**src/rtl/school_seating_pkg.sv**
```systemverilog
// Shared types and sizes for the study-room seat register file.
package school_seating_pkg;

  localparam int NUM_SEATS = 32;
  localparam int SEAT_W    = $clog2(NUM_SEATS);
  localparam int TIMER_W   = 11;
  localparam int STUDENT_W = 32;

  localparam logic [TIMER_W-1:0] TIMER_MAX = '1;

  typedef enum logic [1:0] {
    FREE    = 2'b00,
    RELEASE = 2'b01,
    AWAY    = 2'b10,
    OCCUPY  = 2'b11
  } seat_state_t;

  typedef struct packed {
    logic [STUDENT_W-1:0] owner;
    seat_state_t          state;
    logic [TIMER_W-1:0]   timer;
  } seat_entry_t;

endpackage

```
**src/rtl/seat_tick_gen.sv**
```systemverilog
// Prescaler: counts 0..TICK_DIV-1 and pulses tick on the terminal count.
module seat_tick_gen #(
  parameter int TICK_DIV = 1
) (
  input  logic clk,
  input  logic reset,
  output logic tick
);

  localparam logic [15:0] TERM = 16'(TICK_DIV - 1);

  logic [15:0] cnt;

  assign tick = (cnt == TERM);

  always_ff @(posedge clk) begin
    if (reset)     cnt <= '0;
    else if (tick) cnt <= '0;
    else           cnt <= cnt + 16'd1;
  end

endmodule

```
**src/rtl/school_seating_system.sv**
```systemverilog
// 32-seat occupancy register file with kiosk write decode and per-seat timers.
// Optional build macro: SEAT_OWNER_CHECK_EN (owner must match to release/pause).
module school_seating_system
  import school_seating_pkg::*;
#(
  parameter int TICK_DIV = 1
) (
  input  logic                 clk,
  input  logic                 reset,
  input  logic [STUDENT_W-1:0] Student_No,
  input  logic [SEAT_W-1:0]    Seat_No,
  input  logic                 write,
  output logic [TIMER_W-1:0]   Time,
  input  logic [1:0]           Seat_State
);

  seat_entry_t [NUM_SEATS-1:0] seats;
  seat_entry_t                 cur, nxt;
  logic                        wr_hit, owner_eq, rel_ok, tick;

  seat_tick_gen #(.TICK_DIV(TICK_DIV)) u_tick (
    .clk  (clk),
    .reset(reset),
    .tick (tick)
  );

  // Decode against the addressed seat; wr_hit is only raised for writes that
  // actually change it, so no-op writes leave the timer counting.
  always_comb begin
    cur      = seats[Seat_No];
    nxt      = cur;
    wr_hit   = 1'b0;
    owner_eq = (cur.owner == Student_No);
`ifdef SEAT_OWNER_CHECK_EN
    rel_ok   = owner_eq;
`else
    rel_ok   = 1'b1;
`endif
    if (write) begin
      case (seat_state_t'(Seat_State))
        OCCUPY: begin
          if (cur.state == FREE) begin
            nxt.owner = Student_No;
            nxt.state = OCCUPY;
            nxt.timer = '0;
            wr_hit    = 1'b1;
          end else if (cur.state == AWAY && owner_eq) begin
            nxt.state = OCCUPY;
            wr_hit    = 1'b1;
          end
        end
        AWAY: begin
          if (cur.state == OCCUPY && rel_ok) begin
            nxt.state = AWAY;
            wr_hit    = 1'b1;
          end
        end
        default: begin
          if (rel_ok) begin
            nxt    = '0;
            wr_hit = 1'b1;
          end
        end
      endcase
    end
  end

  always_ff @(posedge clk) begin
    if (reset) begin
      seats <= '0;
    end else begin
      for (int s = 0; s < NUM_SEATS; s++) begin
        if (wr_hit && Seat_No == SEAT_W'(s))
          seats[s] <= nxt;
        else if (tick && seats[s].state == OCCUPY && seats[s].timer != TIMER_MAX)
          seats[s].timer <= seats[s].timer + 1'b1;
      end
    end
  end

  assign Time = seats[Seat_No].timer;

endmodule

```
**config.mk**
```make
export PLATFORM = sky130hd
export DESIGN_NAME = school_seating_system
export DESIGN_NICKNAME = d
export VERILOG_FILES = /design/src/rtl/school_seating_pkg.sv /design/src/rtl/seat_tick_gen.sv /design/src/rtl/school_seating_system.sv
export SDC_FILE = /design/constraint.sdc
export NUM_CORES = 2
export LEC_CHECK = 0
export CAP_MARGIN = 20
export CELL_PAD_IN_SITES_DETAIL_PLACEMENT = 0
export CELL_PAD_IN_SITES_GLOBAL_PLACEMENT = 1
export CORE_MARGIN = 1
export CORE_UTILIZATION = 51
export DETAILED_ROUTE_END_ITERATION = 16
export PLACE_DENSITY = 0.76
export SETUP_SLACK_MARGIN = 0.2
export SLEW_MARGIN = 5
export SYNTH_ARGS = -nofsm -noshare
export SYNTH_HDL_FRONTEND = slang
export SYNTH_SLANG_ARGS = --single-unit
```
**constraint.sdc**
```tcl
create_clock -name clk -period 5.57 [get_ports clk]
set_input_delay 0.8355 -clock clk [delete_from_list [all_inputs] [get_ports clk]]
set_output_delay 0.8355 -clock clk [all_outputs]
set_load 0.01 [all_outputs]
```
; ---- Yosys cells after proc, flatten, opt, wreduce, memory -nomap -nowiden
; Cells that the tools add are included.
[word_totals]
rom_bits = 0
reg_bits = 1456
word_cells = 444
mem_bits_rw = 0
latch_bits = 0
memories = 0
inputBits = 42
[classes]
addsub = 33
reduce_logical = 133
magnitude_cmp = 1
mux = 80
bitwise = 0
n_mul = 0
n_shift = 0
div_mod_pow = 0
n_eq_ne = 100
[ops]
columns = cell, count
row1 = $mux 11, 65
row2 = $add 11x1->11 const B, 32
row3 = $ne 11x11->1 const B, 32
row4 = $bmux 45 s5, 1
row5 = $logic_and 1x1->1, 97
row6 = $mux 45, 2
row7 = $eq 5x5->1 const B, 16
row8 = $eq 2x2->1 const B, 36
row9 = $pmux 32 s2, 1
row10 = $reduce_bool 2->1, 32
row11 = $eq 5x4->1 const B, 8
row12 = $eq 32x32->1, 1
row13 = $mux 32, 1
row14 = $pmux 11 s2, 1
row15 = $eq 5x3->1 const B, 4
row16 = $add 16x1->16 const B, 1
row17 = $logic_not 16->1, 1
row18 = $eq 5x2->1 const B, 2
row19 = $lt 5x6->1 const B, 1
row20 = $mux 2, 3
row21 = $eq 5x1->1 const B, 1
row22 = $logic_not 5->1, 1
row23 = $mux 1, 4
row24 = $pmux 2 s2, 1
row25 = other kinds (3), 3

; ---- Longest topological paths before layout
[depth]
depth_word = 10
depth_mapped = 20

; ---- By module
; A second synthesis with hierarchy kept.
[hier_totals]
cells_unflattened = 6961
hier_area_um2 = 71477.3
[by_module_without_submodules]
columns = module, area_per_inst_um2, cells_each, instances, seq_area_each_um2
row1 = school_seating_system, 70691.5, 6875, 1, 28827.6
row2 = seat_tick_gen, 785.8, 86, 1, 320.3

; ---- Least setup slack after synthesis
; No wires, ideal clock.
[synth_timing]
path_type = in2out
from = input Seat_No[0]
to = output Time[2]
arrival_ns = 3.865
setup_slack_ns = 0.870
n_path_buf = 8
cell_stages = 12
path_cell_list = buf_4 > buf_6 > buf_6 > buf_4 > buf_2 > buf_2 > buf_2 > buf_1 > mux4_2 > mux4_2 > nand2_1 > nand2_1
[synth_via]
elab_chain_len = 2
[synth_lines]
columns = item, line
row1 = "start, declared", school_seating_system.sv:11  ; input logic [SEAT_W-1:0] Seat_No,
row2 = $bmux 45 s5, school_seating_system.sv:81  ; assign Time = seats[Seat_No].timer;
row3 = $mux 45 (not written as such), school_seating_system.sv:81
row4 = "end, declared", school_seating_system.sv:13  ; output logic [TIMER_W-1:0] Time,
; Every way passes these cells. The select of a mux whose other input is x is not followed.

; ---- Worst setup path after layout
[layout_timing]
from = input Seat_No[1]
to = output Time[1]
; Same word-level chain as after synthesis.

==> results.cfg <==
[cells_and_area]
drive_gt1_share_pct = 13.8
finish.utilization_pct = 58.2
num_antenna_cells = 0
area_growth_pct = 13.3
nets = 7106
final_cell_count_no_fill = 9049
fill_cells = 12000

[grt]
antenna_found_initial = 4
grt_overflow_total = 0
grt_max_degree = 213
grt_pass1_wl_um = 341000
grt_pass1_vias = 52700
gr-usage-all-layers_pct = 30.7

[power]
leakagePower_nw = 27.1
intPower_mw = 17.6
sw_frac_of_total_pct = 24.0
power_frac_clock_pct = 49.3
power_density_nw_per_um2 = 280
combPwrFrac_pct = 5.6
p_seq_share_pct = 45.2
total_power_mw = 23.1
vdd_drop_max_mv = 0.284
p_sw_mw = 5.56

[sta]
finalSetupViolCount = 0
maxSlewHeadroom_pct = 28.0
fin_crit_ns = 4.92
post-route-period-util_pct = 88.4
fmax_mhz = 203
setup_ws_ns = 0.646
max_slew.worst_pin.slew_ns = 1.08
finalHoldViolations = 0
grt_setup_unrepaired = no
maxSlewViolCount = 0
fin_tns_setup_ns = 0
clock_skew_ns = 0.0348

[synthesis]
ys_ff_latch = 1456
yosys.cell_count.top_type = dfxtp_1
avgSynthCellArea_sq_um = 10.1
synth_edf_count = 0
syn_inst = 7188
synth_seq_area_share_pct = 40.0
post_synth_num_cell_types = 68
async_flop_share_pct = 0
synthTopCellsByCount = dfxtp_1, mux2i_1, nand2b_1
synth_area_leaders = dfxtp_1, mux2i_1, mux4_2
synth_top_area_share_pct = 40.0
synth_flop_cell = dfxtp_1
syn-num-nets = 7264
synth_warnings = 0
yosysTopAreaCell = dfxtp_1
syn-cell-area_sq_um = 72900

[cts]
cts_tree = done
clk_pin_slew_ns = 0.06
clock_latency_ns = 0.82
cts_setup_buffers = 0
cts_resized = 0
numCtsBuffers = 161
clock-root-buffer = clkbuf_16
ctsLongestPathBuffers = 3
h-tree-depth = 4
ctsHoldBuffers = 0
clock-sinks = 1456

[floorplanning]
die-width_um = 380
die_h_um = 380
rows = 138
die_area_sq_um = 144000
io_pins = 53
core-area_sq_um = 142000
start_util_pct = 51.4

[detailed_routing]
vias = 54200
wl_per_cell_um = 25.1
drtIter0Drc = 4569
drt-total-wl_um = 227000
drt_pre_antenna_iters = 5
via_per_inst = 5.99
drtAntennaViolNets = 0
drc = 0

[min_path]
hp-class = flop to flop

[place]
dp_hpwl_um = 148000
routabilityCongestion = 0.864
numPortBuffers = 52
dp_cells = 8756
post-place-ws_ns = 0.0198

[worst_setup_path]
worstPathMaxFanout = 44
start_kind = input port
arrival_ns = 4.09
crit_type = input port to output port
critPathRequiredTime_ns = 4.73
cp-end-kind = output port

[run]
maxCapViolations = 0

[outcome]
status = complete, no violations
[layout make-up]
cell class	instances	area, sq um	share of cell area [%]
clock inverter	63	956	1.16
timing repair buffer	359	4360	5.29
sequential	1456	29100	35.3
inverter	43	161	0.195
clock buffer	229	4760	5.76
multi-input combinational	5009	40800	49.4
tap	1890	2360	2.86
[worst max-delay path, stage by stage]
cell	delay (ns)
buf_8	0.37
buf_12	0.26
buf_4	0.25
buf_4	0.54
mux4_2	0.51
mux4_2	0.55
nand2_1	0.09
nand2_1	0.07
clkdlybuf4s50_1	0.48
[layout by cell type, fill, tap and decap left out, types with 41 or more instances in the layout]
master / instances
a22oi_1: 41
clkbuf_8: 46
buf_12: 121
nand3_1: 147
nand2_1: 612
mux2i_1: 1277
nand4_1: 100
nor2_1: 194
and3_1: 62
xnor2_1: 119
inv_1: 42
nand2b_1: 1080
o21ai_0: 58
clkbuf_16: 162
buf_4: 186
dfxtp_1: 1456
clkdlybuf4s50_1: 46
o31ai_1: 335
xor2_1: 187
a21oi_1: 107
mux4_2: 305
[metal layers]
metal / global-route usage [%] / vias to the layer above / wire, um
li1: - / 25000 / -
met1: 42.4 / 27200 / 101000
met2: 48.4 / 1665 / 103000
met3: 4.78 / 408 / 13900
met4: 11.4 / 6 / 8310
met5: 0 / - / 41
[power groups by stage]
stage | logic, mW | registers, mW | clock network, mW
after global routing | 1.33 | 10.4 | 12.0
after detailed placement | 1.27 | 10.7 | 0
final | 1.29 | 10.4 | 11.4
after CTS | 1.28 | 10.4 | 11.5
after floorplan | 0.801 | 10.7 | 0
after global placement | 1.27 | 10.7 | 0
[path summary, 6_finish.rpt]
path | slack, ns | depth (start not counted) | to | start
setup / recovery | 0.65 | 9 | Time[1] | Seat_No[1]
hold / removal | 0.47 | 2 | seats[444]$_SDFFE_PP0P_ | seats[444]$_SDFFE_PP0P_
setup reg to reg | 1.23 | 14 | seats[978]$_SDFFE_PP0P_ | seats[1384]$_SDFFE_PP0P_
hold reg to reg | 0.47 | 2 | seats[444]$_SDFFE_PP0P_ | seats[444]$_SDFFE_PP0P_
[cells by family after synthesis]
| logic type | share of synthesized area (%) |
|---|---|
| mux | 27.4 |
| compound gates | 6.89 |
| flops | 40.0 |
| xor+xnor | 3.68 |
| fa+ha+maj | 0.584 |
| buf+inv | 4.38 |
| simple gates | 17.1 |
[sequential cells by signal, indices dropped and copies added, names as in the netlist]
| name | cells |
|---|---|
| seats | 1440 |
| u_tick.cnt | 16 |
[through the flow]
| step | hold slack, ns | cell area [sq um] |
|---|---|---|
| after detailed placement | 0.457 | 76800 |
| final | 0.466 | 82600 |
| after CTS | 0.434 | 82600 |
| after floorplan | 0.441 | 72900 |
| after global placement | 0.454 | 76800 |
| after global routing | 0.478 | 82600 |
No activity file was read; power rests on OpenSTA's default activity.
